`config.mk`:
```
export PLATFORM = sky130hd
export DESIGN_NAME = cpu_trace_uart
export DESIGN_NICKNAME = d
export VERILOG_FILES = /design/src/rtl/cpu_trace_pkg.sv /design/src/rtl/trace_fifo.sv /design/src/rtl/cpu_trace_uart.sv
export SDC_FILE = /design/constraint.sdc
export NUM_CORES = 1
export LEC_CHECK = 0
export ABC_AREA = 1
export CORE_ASPECT_RATIO = 0.6
export CORE_MARGIN = 2
export CORE_UTILIZATION = 50
export DETAILED_ROUTE_END_ITERATION = 8
export PLACE_DENSITY = 0.76
export REMOVE_ABC_BUFFERS = 1
export SETUP_SLACK_MARGIN = 0.02
export SKIP_CTS_REPAIR_TIMING = 1
export SYNTH_ARGS = -nofsm -noshare
export SYNTH_HDL_FRONTEND = slang
export SYNTH_HIERARCHICAL = 1
export SYNTH_SLANG_ARGS = --single-unit
```
`constraint.sdc`:
```
create_clock -name clk_50mhz -period 3.52 [get_ports clk_50mhz]
set_input_delay 0.704 -clock clk_50mhz [delete_from_list [all_inputs] [get_ports clk_50mhz]]
set_output_delay 0.704 -clock clk_50mhz [all_outputs]
set_load 0.005 [all_outputs]
```
`src/rtl/cpu_trace_pkg.sv`:
```
// Shared definitions for the CPU trace UART: transmitter states, the ASCII
// characters used to build a trace line, record geometry and hex encoding.
package cpu_trace_pkg;

  typedef enum logic [1:0] {
    TX_IDLE  = 2'd0,
    TX_START = 2'd1,
    TX_DATA  = 2'd2,
    TX_STOP  = 2'd3
  } tx_state_t;

  localparam logic [7:0] ASCII_SPACE = 8'h20;
  localparam logic [7:0] ASCII_CR    = 8'h0D;
  localparam logic [7:0] ASCII_LF    = 8'h0A;
  localparam logic [7:0] ASCII_ZERO  = 8'h30;
  localparam logic [7:0] ASCII_A     = 8'h41;

  localparam int TRACE_REC_W = 32;
  localparam int LINE_CHARS  = 12;

  // Uppercase hex digit for one nibble, so the terminal shows e.g. "BEEF".
  function automatic logic [7:0] nibble_to_ascii(input logic [3:0] nib);
    if (nib < 4'd10) begin
      return ASCII_ZERO + {4'h0, nib};
    end else begin
      return ASCII_A + {4'h0, nib} - 8'd10;
    end
  endfunction

endpackage

```
`src/rtl/trace_fifo.sv`:
```
// Small synchronous FIFO holding trace records between capture and the UART.
// A push while full is still accepted when a pop happens on the same edge,
// because the pop frees the slot the push needs.
module trace_fifo
  import cpu_trace_pkg::*;
#(
  parameter int WIDTH = 32,
  parameter int DEPTH = 4
) (
  input  logic             clk,
  input  logic             rst,
  input  logic             push,
  input  logic             pop,
  input  logic [WIDTH-1:0] din,
  output logic [WIDTH-1:0] dout,
  output logic             full,
  output logic             empty
);

  localparam int AW = $clog2(DEPTH);

  logic [WIDTH-1:0] mem [DEPTH];
  logic [AW-1:0]    wr_ptr;
  logic [AW-1:0]    rd_ptr;
  logic [AW:0]      count;
  logic             do_push;
  logic             do_pop;

  assign empty   = (count == '0);
  assign full    = (count == (AW + 1)'(DEPTH));
  assign do_pop  = pop && !empty;
  assign do_push = push && (!full || do_pop);
  assign dout    = mem[rd_ptr];

  // Pointer and occupancy bookkeeping; pointers wrap naturally since DEPTH is a power of two.
  always_ff @(posedge clk) begin
    if (rst) begin
      wr_ptr <= '0;
      rd_ptr <= '0;
      count  <= '0;
    end else begin
      if (do_push) begin
        wr_ptr <= wr_ptr + AW'(1);
      end
      if (do_pop) begin
        rd_ptr <= rd_ptr + AW'(1);
      end
      case ({do_push, do_pop})
        2'b10:   count <= count + (AW + 1)'(1);
        2'b01:   count <= count - (AW + 1)'(1);
        default: count <= count;
      endcase
    end
  end

  // Storage array; contents need no reset because occupancy guards every read.
  always_ff @(posedge clk) begin
    if (do_push) begin
      mem[wr_ptr] <= din;
    end
  end

endmodule

```
`src/rtl/cpu_trace_uart.sv`:
```
// Watches the simple_cpu debug outputs, captures {pc, instr, acc} whenever
// the PC changes, queues the records and prints each one as a 12-character
// hex line ("PP IIII AA\r\n") over an 8N1 UART. Never drives the CPU.
module cpu_trace_uart #(
  parameter int CLKS_PER_BIT = 434,
  parameter int FIFO_DEPTH   = 4
) (
  input  logic        clk_50mhz,
  input  logic        rst,
  input  logic        trace_en,
  input  logic [7:0]  debug_pc_in,
  input  logic [15:0] debug_instruction_in,
  input  logic [7:0]  debug_acc_in,
  input  logic        clear_stats,
  output logic        uart_tx,
  output logic        trace_busy,
  output logic        trace_overflow,
  output logic [7:0]  dropped_count
);

  import cpu_trace_pkg::*;

  localparam int               CNT_W     = $clog2(CLKS_PER_BIT);
  localparam logic [CNT_W-1:0] BIT_LAST  = CNT_W'(CLKS_PER_BIT - 1);
  localparam logic [3:0]       CHAR_LAST = 4'(LINE_CHARS - 1);

  tx_state_t              state;
  tx_state_t              state_next;
  logic [CNT_W-1:0]       clk_cnt;
  logic [CNT_W-1:0]       clk_cnt_next;
  logic [2:0]             bit_idx;
  logic [2:0]             bit_idx_next;
  logic [3:0]             char_idx;
  logic [3:0]             char_idx_next;
  logic [TRACE_REC_W-1:0] rec;
  logic [TRACE_REC_W-1:0] rec_next;

  logic [7:0]             prev_pc;
  logic                   first_flag;
  logic                   capture;
  logic                   drop;
  logic                   bit_done;
  logic                   tx_bit;
  logic [7:0]             cur_char;

  logic [TRACE_REC_W-1:0] fifo_din;
  logic [TRACE_REC_W-1:0] fifo_dout;
  logic                   fifo_pop;
  logic                   fifo_full;
  logic                   fifo_empty;

  assign capture    = trace_en && ((debug_pc_in != prev_pc) || first_flag);
  assign drop       = capture && fifo_full && !fifo_pop;
  assign fifo_din   = {debug_pc_in, debug_instruction_in, debug_acc_in};
  assign bit_done   = (clk_cnt == BIT_LAST);
  assign trace_busy = (state != TX_IDLE) || !fifo_empty;

  trace_fifo #(
    .WIDTH (TRACE_REC_W),
    .DEPTH (FIFO_DEPTH)
  ) u_fifo (
    .clk   (clk_50mhz),
    .rst   (rst),
    .push  (capture),
    .pop   (fifo_pop),
    .din   (fifo_din),
    .dout  (fifo_dout),
    .full  (fifo_full),
    .empty (fifo_empty)
  );

  // Remember the last PC seen and whether anything has been captured since reset.
  always_ff @(posedge clk_50mhz) begin
    if (rst) begin
      prev_pc    <= 8'h00;
      first_flag <= 1'b1;
    end else begin
      prev_pc <= debug_pc_in;
      if (capture) begin
        first_flag <= 1'b0;
      end
    end
  end

  // Drop statistics; a clear on the same edge as a drop leaves both at zero.
  always_ff @(posedge clk_50mhz) begin
    if (rst || clear_stats) begin
      trace_overflow <= 1'b0;
      dropped_count  <= 8'h00;
    end else if (drop) begin
      trace_overflow <= 1'b1;
      if (dropped_count != 8'hFF) begin
        dropped_count <= dropped_count + 8'd1;
      end
    end
  end

  // Pick the character of the line currently being sent from the held record.
  always_comb begin
    cur_char = ASCII_SPACE;
    case (char_idx)
      4'd0:    cur_char = nibble_to_ascii(rec[31:28]);
      4'd1:    cur_char = nibble_to_ascii(rec[27:24]);
      4'd2:    cur_char = ASCII_SPACE;
      4'd3:    cur_char = nibble_to_ascii(rec[23:20]);
      4'd4:    cur_char = nibble_to_ascii(rec[19:16]);
      4'd5:    cur_char = nibble_to_ascii(rec[15:12]);
      4'd6:    cur_char = nibble_to_ascii(rec[11:8]);
      4'd7:    cur_char = ASCII_SPACE;
      4'd8:    cur_char = nibble_to_ascii(rec[7:4]);
      4'd9:    cur_char = nibble_to_ascii(rec[3:0]);
      4'd10:   cur_char = ASCII_CR;
      4'd11:   cur_char = ASCII_LF;
      default: cur_char = ASCII_SPACE;
    endcase
  end

  // Transmitter state register; reset abandons any frame in progress.
  always_ff @(posedge clk_50mhz) begin
    if (rst) begin
      state    <= TX_IDLE;
      clk_cnt  <= '0;
      bit_idx  <= 3'd0;
      char_idx <= 4'd0;
      rec      <= '0;
    end else begin
      state    <= state_next;
      clk_cnt  <= clk_cnt_next;
      bit_idx  <= bit_idx_next;
      char_idx <= char_idx_next;
      rec      <= rec_next;
    end
  end

  // Frame sequencing: start bit, 8 data bits LSB first, stop bit, twelve characters per record.
  always_comb begin
    state_next    = state;
    clk_cnt_next  = clk_cnt;
    bit_idx_next  = bit_idx;
    char_idx_next = char_idx;
    rec_next      = rec;
    fifo_pop      = 1'b0;
    tx_bit        = 1'b1;
    case (state)
      TX_IDLE: begin
        if (!fifo_empty) begin
          fifo_pop      = 1'b1;
          rec_next      = fifo_dout;
          char_idx_next = 4'd0;
          clk_cnt_next  = '0;
          state_next    = TX_START;
        end
      end
      TX_START: begin
        tx_bit = 1'b0;
        if (bit_done) begin
          clk_cnt_next = '0;
          bit_idx_next = 3'd0;
          state_next   = TX_DATA;
        end else begin
          clk_cnt_next = clk_cnt + CNT_W'(1);
        end
      end
      TX_DATA: begin
        tx_bit = cur_char[bit_idx];
        if (bit_done) begin
          clk_cnt_next = '0;
          if (bit_idx == 3'd7) begin
            state_next = TX_STOP;
          end else begin
            bit_idx_next = bit_idx + 3'd1;
          end
        end else begin
          clk_cnt_next = clk_cnt + CNT_W'(1);
        end
      end
      TX_STOP: begin
        tx_bit = 1'b1;
        if (bit_done) begin
          clk_cnt_next = '0;
          if (char_idx < CHAR_LAST) begin
            char_idx_next = char_idx + 4'd1;
            state_next    = TX_START;
          end else begin
            state_next = TX_IDLE;
          end
        end else begin
          clk_cnt_next = clk_cnt + CNT_W'(1);
        end
      end
      default: begin
        state_next = TX_IDLE;
      end
    endcase
  end

  // Register the serial line so it never glitches; it lags the state by one cycle.
  always_ff @(posedge clk_50mhz) begin
    if (rst) begin
      uart_tx <= 1'b1;
    end else begin
      uart_tx <= tx_bit;
    end
  end

endmodule

```
**Yosys cells after proc, flatten, opt, wreduce, memory -nomap -nowiden**

Memory sizes are Yosys's and may differ from the RTL's. A register that Yosys moved wholly into a read port is not among the register bits.
Index checks and enable logic that the tools add are counted.
W data, S select, Z words.

- Flip-flop bits (word level): 44
- Memories kept: 1
- Memory bits (read-only): 0
- Bits of input ports: 36
- Bits in latches: 0
- Bits in writable memories: 128

Memory list:

| memory | words | bits a word | rd ports | clocked after memory_dff | write ports | RTL line | RTL |
|---|---|---|---|---|---|---|---|
| u_fifo.mem | 4 | 32 | 1 | 1 | 1 | trace_fifo.sv:22 | `logic [WIDTH-1:0] mem [DEPTH];` |

- Eq/ne operators: 26
- $mul: 0
- Divide/modulo/power cells: 0
- Bitwise operators: 1
- Multiplexer cells: 35
- Reduce and logical (&&, ||, !) cells: 25
- Shift operators: 0
- $lt $le $gt $ge: 10
- $add $sub $neg: 32

Operator list:

| cell | count |
|---|---|
| $pmux W8 S10 | 1 |
| $add A7 B4 Y8 const A | 8 |
| $mux W8 | 8 |
| $sub A8 B4 Y8 const B | 8 |
| $add A6 B4 Y7 const A | 8 |
| $lt A4 B4 Y1 const B | 9 |
| $mux W9 | 2 |
| $pmux W9 S2 | 1 |
| $eq A4 B4 Y1 const B | 4 |
| $ne A2 B2 Y1 const B | 7 |
| $eq A4 B3 Y1 const B | 3 |
| $mux W4 | 3 |
| $pmux W3 S2 | 2 |
| $mux W2 | 5 |
| $add A9 B1 Y9 const B | 1 |
| $eq A9 B9 Y1 const B | 1 |
| $mux W3 | 3 |
| $add A8 B1 Y8 const B | 1 |
| $ne A8 B8 Y1 | 1 |
| $ne A8 B8 Y1 const B | 1 |
| $pmux W2 S4 | 1 |
| $pmux W4 S2 | 1 |
| $reduce_and A4 Y1 | 2 |
| $reduce_bool A2 Y1 | 4 |
| 23 further kinds | 44 |

**Logic depth before layout (Yosys ltp)**

- Word-level depth: 8
- Depth in mapped cells: 16
- Gate-level depth less buffers: 16

**Modules after synthesis**

Netlist, hierarchy kept.

By module, submodules not included:

| module | instances | cells each | area each (um2) |
|---|---|---|---|
| trace_fifo | 1 | 383 | 5278.8 |
| cpu_trace_uart | 1 | 659 | 4262.8 |

**Worst setup path before layout**

OpenSTA, ideal clock, no wires.

- Kind: input -> register
- Start point: in debug_pc_in[7]
- End point: mem u_fifo.mem[0][0] (enable)
- Required time: 3.099 ns
- Setup time: 0.421 ns
- Path slack: 0.167 ns
- Stages on the path: 7
- Arrival time: 2.931 ns
- Path through: inv_1 -> o21ai_0 -> nand3b_1 -> nor3_1 -> a21boi_2 -> nand2_1 -> nor2_1

- Longest elaborated chain between the ends: 6

Ends and longest elaborated chain:

| item | RTL line | RTL |
|---|---|---|
| from (decl) | cpu_trace_uart.sv:11 | `input logic [7:0] debug_pc_in,` |
| $ne A8 B8 Y1 | cpu_trace_uart.sv:52 | `assign capture = trace_en && ((debug_pc_in != prev_pc) \|\| first_flag);` |
| $logic_or A1 B1 Y1 | cpu_trace_uart.sv:52 |  |
| $logic_and A1 B1 Y1 | cpu_trace_uart.sv:52 |  |
| named net capture | cpu_trace_uart.sv:40 | `logic capture;` |
| $logic_and A1 B1 Y1 | trace_fifo.sv:32 | `assign do_push = push && (!full \|\| do_pop);` |
| $mux W1 | trace_fifo.sv:58 | `if (do_push) begin` |
| $mux W1 (implied by the code) | trace_fifo.sv:59 | `mem[wr_ptr] <= din;` |
| to (decl) | trace_fifo.sv:22 |  |

The timed path passes the listed nets, and every way through them passes these cells.

**Worst setup path in the final report**

- Start point: in debug_pc_in[5]
- End point: reg u_fifo.count[2]

- Longest elaborated chain between the ends: 6

Ends and longest elaborated chain:

| item | RTL line | RTL |
|---|---|---|
| $ne A8 B8 Y1 * | cpu_trace_uart.sv:52 |  |
| $logic_or A1 B1 Y1 * | cpu_trace_uart.sv:52 |  |
| $logic_and A1 B1 Y1 * | cpu_trace_uart.sv:52 |  |
| named net capture | cpu_trace_uart.sv:40 |  |
| $logic_and A1 B1 Y1 * | trace_fifo.sv:32 |  |
| $eq A2 B1 Y1 / $eq A2 B2 Y1 (equally long branches) | trace_fifo.sv:48 | `case ({do_push, do_pop})` |
| $pmux W3 S2 / $reduce_bool A2 Y1 (equally long branches) | -- |  |
| to (signal assigned) | trace_fifo.sv:49 | `2'b10: count <= count + (AW + 1)'(1);` |
| to (signal assigned) | trace_fifo.sv:50 | `2'b01: count <= count - (AW + 1)'(1);` |
| to (signal assigned) | trace_fifo.sv:51 | `default: count <= count;` |
| to (decl) | trace_fifo.sv:25 | `logic [AW:0] count;` |

Mark *: on every way through the listed nets, which the timed path passes. The rest lies on a longest branch.
A chain may end at the register's enable or synchronous reset.

==> flow_metrics.tcl <==
set metrics [dict create \
    run_status "complete, no violations" \
    yosys_most_used_dff "edfxtp_1" \
    final_cells 1349 \
    power_frac_comb_pct 31.5 \
    routed_wl_um 20400 \
    cp.required_ps 3920 \
    place_ws_ps 334 \
    die_x_um 182 \
    critPathMaxFanout 6 \
    cp-end-kind "flop" \
    nNetsFinal 1153 \
    path_class "in -> reg" \
    synth_most_common_cell "nand2_1" \
    die_area_mm2 0.0202 \
    slew_violations 0 \
    viasPerCell 5.39 \
    powerDensity_mw_per_mm2 691 \
    fin_crit_ps 2700 \
    num_rows 39 \
    layout-drive-gt1-share_pct 6.17 \
    root_buffer "clkbuf_16" \
    synth_warnings 6 \
    skew_ps 17.8 \
    ys_async_sr_fraction_pct 0 \
    drc 0 \
    overflow 0 \
    io_buffer_count 46 \
    fin_ws_ps 822 \
    ys_ff_latch 206 \
    tns_ps 0 \
    initial_core_util_pct 50.5 \
    relSlewSlack_pct 45.1 \
    synthTopCellsByCount "175 x nand2_1, 130 x nor2_1, 128 x edfxtp_1" \
    seq_power_share_pct 41.5 \
    regToRegSetupSlack_ps 1100 \
    grt_pass1_wl_um 33200 \
    max-cap-violations 0 \
    switching_share_pct 35.8 \
    cts_buffers 19 \
    syn_area_mm2 0.00954 \
    post-place-cells 1315 \
    synth.distinct_cells 38 \
    grt_pass1_vias 6504 \
    tritoncts "done" \
    critPathLaunchType "input pin" \
    grt_max_degree 65 \
    yosys.area.top_type "edfxtp_1" \
    synthCells 1042 \
    clk_latency_ps 500 \
    finalCritPeriodShare_pct 76.6 \
    post-route-util_pct 57.7 \
    p_sw_mw 2.70 \
    hpwlAfterDp_um 13000 \
    synth.avg_cell_area_um2 9.16 \
    ir_drop_v 0.000461 \
    track_usage_pct 20.3 \
    routabilityCongestion 0.953 \
    clockBufferDepth 3 \
    hold_violations 0 \
    antenna_left 0 \
    grt_setup_unrepaired "false" \
    clkTransAtPathRegs_ps 60 \
    clkPwrFrac_pct 27.0 \
    ios 47 \
    antenna_found_initial 0 \
    finalSetupViolCount 0 \
    drt_first_pass_iters 5 \
    p_leak_nw 4.23 \
    num_vias 7274 \
    core-area_mm2 0.0189 \
    power.internal_mw 4.83 \
    wl_per_cell_um 15.1 \
    synthTopCellsByArea "edfxtp_1 40%, dfxtp_1 16%, nand2_1 6.9%, nor2_1 5.1%, o21ai_0 4.6%" \
    synth_top_area_share_pct 40.3 \
    arrival_ps 3100 \
    tightest_slew_ps 823 \
    syn_to_final_growth_pct 14.1 \
    htreeDepth 1 \
    cts_sinks 206 \
    drt_iter0_drc 696 \
    die_h_um 111 \
    fmaxAchievable_mhz 371 \
    n_antenna_cell 0 \
    yosysSeqAreaShare_pct 56.6 \
    hold_class "reg -> reg" \
    synth_edf_count 128 \
]
[metal layers]
layer  track usage, %  vias up  share of wire [%]
met3             4.14       17                7.6
met2             28.9      257                 40
li1                 -     3662                  -
met4             3.71        0                1.4
met1             32.1     3338                 51
met5                0        -                  0
[path summary, 6_finish.rpt]
path                                        end      startpoint  depth (start not counted)
worst max-delay path            u_fifo/count[2]  debug_pc_in[5]                         17
worst min-delay path             trace_overflow  trace_overflow                          2
worst max register to register  u_fifo/count[2]        state[0]                         16
worst min register to register   trace_overflow  trace_overflow                          2
[registers in the layout, indices dropped and copies added, names as in the netlist, named ones only]
signal          count
u_fifo/mem        128
rec                32
clk_cnt             9
dropped_count       8
prev_pc             8
char_idx            4
bit_idx             3
u_fifo/count        3
state               2
u_fifo/rd_ptr       2
u_fifo/wr_ptr       2
first_flag          1
trace_overflow      1
uart_tx             1
[layout make-up]
cell class                      count  area (um^2)
Timing Repair Buffer               61          636
Sequential cell                   206         5410
Inverter                          111          424
Fill cell                        1572         8000
Clock buffer                       27          537
Tap cell                          246          308
Clock inverter                      7         75.1
Multi-Input combinational cell    691         3500
[cells in the final DEF (no fill, tap or decap), drive strengths merged, types with 3 or more instances in the layout]
cell type and instances:
nand2 176, nor2 137, edfxtp 128, o21ai 117, inv 112, nand3 89, dfxtp 78, a21oi 62
clkdlybuf4s50 46, o22ai 34, clkbuf 27, ha 26, buf 15, nand4 11, nor3 9, a211oi 8
xor2 7, clkinv 5, xnor2 3
[worst max-delay path: stages]
cell	delay [ps]
clkdlybuf4s50_1	550
inv_1	80
nand2_1	50
o21ai_0	60
nand3b_1	170
nor3_1	280
a21boi_2	130
nand2_1	110
ha_1	170
inv_1	70
fa_1	380
inv_1	60
nand2_1	40
nand3_1	80
nand2_1	60
nand2_1	50
nor2_1	40
[power groups by stage]
stage               registers [mW]  clock network, mW  logic, mW
CTS                           3.12               2.08       2.36
finish                        3.12               2.03       2.37
detailed placement            3.17                  0       2.34
floorplan                     3.16                  0       1.59
global placement              3.16                  0       2.28
global route                  3.16               2.17       2.70
[stage by stage]
| step | instance area [um^2] | total power, mW | hold slack (ps) |
|---|---|---|---|
| 5_1_grt | 10900 | 8.03 | 483 |
| 2_1_floorplan | 9320 | 4.75 | 430 |
| 6_report | 10900 | 7.53 | 461 |
| 3_3_place_gp | 10300 | 5.44 | 440 |
| 4_1_cts | 10900 | 7.55 | 465 |
| 3_5_place_dp | 10300 | 5.51 | 453 |
[cells by family (layout without fill, tap and decap cells)]
kind of cell / after synthesis / after routing / share of synthesized area [%]
AND/OR/NAND/NOR: 425 / 425 / 19.2
adder cells (fa/ha/maj): 27 / 27 / 3.62
flip-flops: 206 / 206 / 56.6
buffers and inverters: 145 / 206 / 6.74
XOR/XNOR: 10 / 10 / 0.918
AO/OA/AOI/OAI: 229 / 229 / 12.9
No activity file was read; power rests on OpenSTA's default activity.
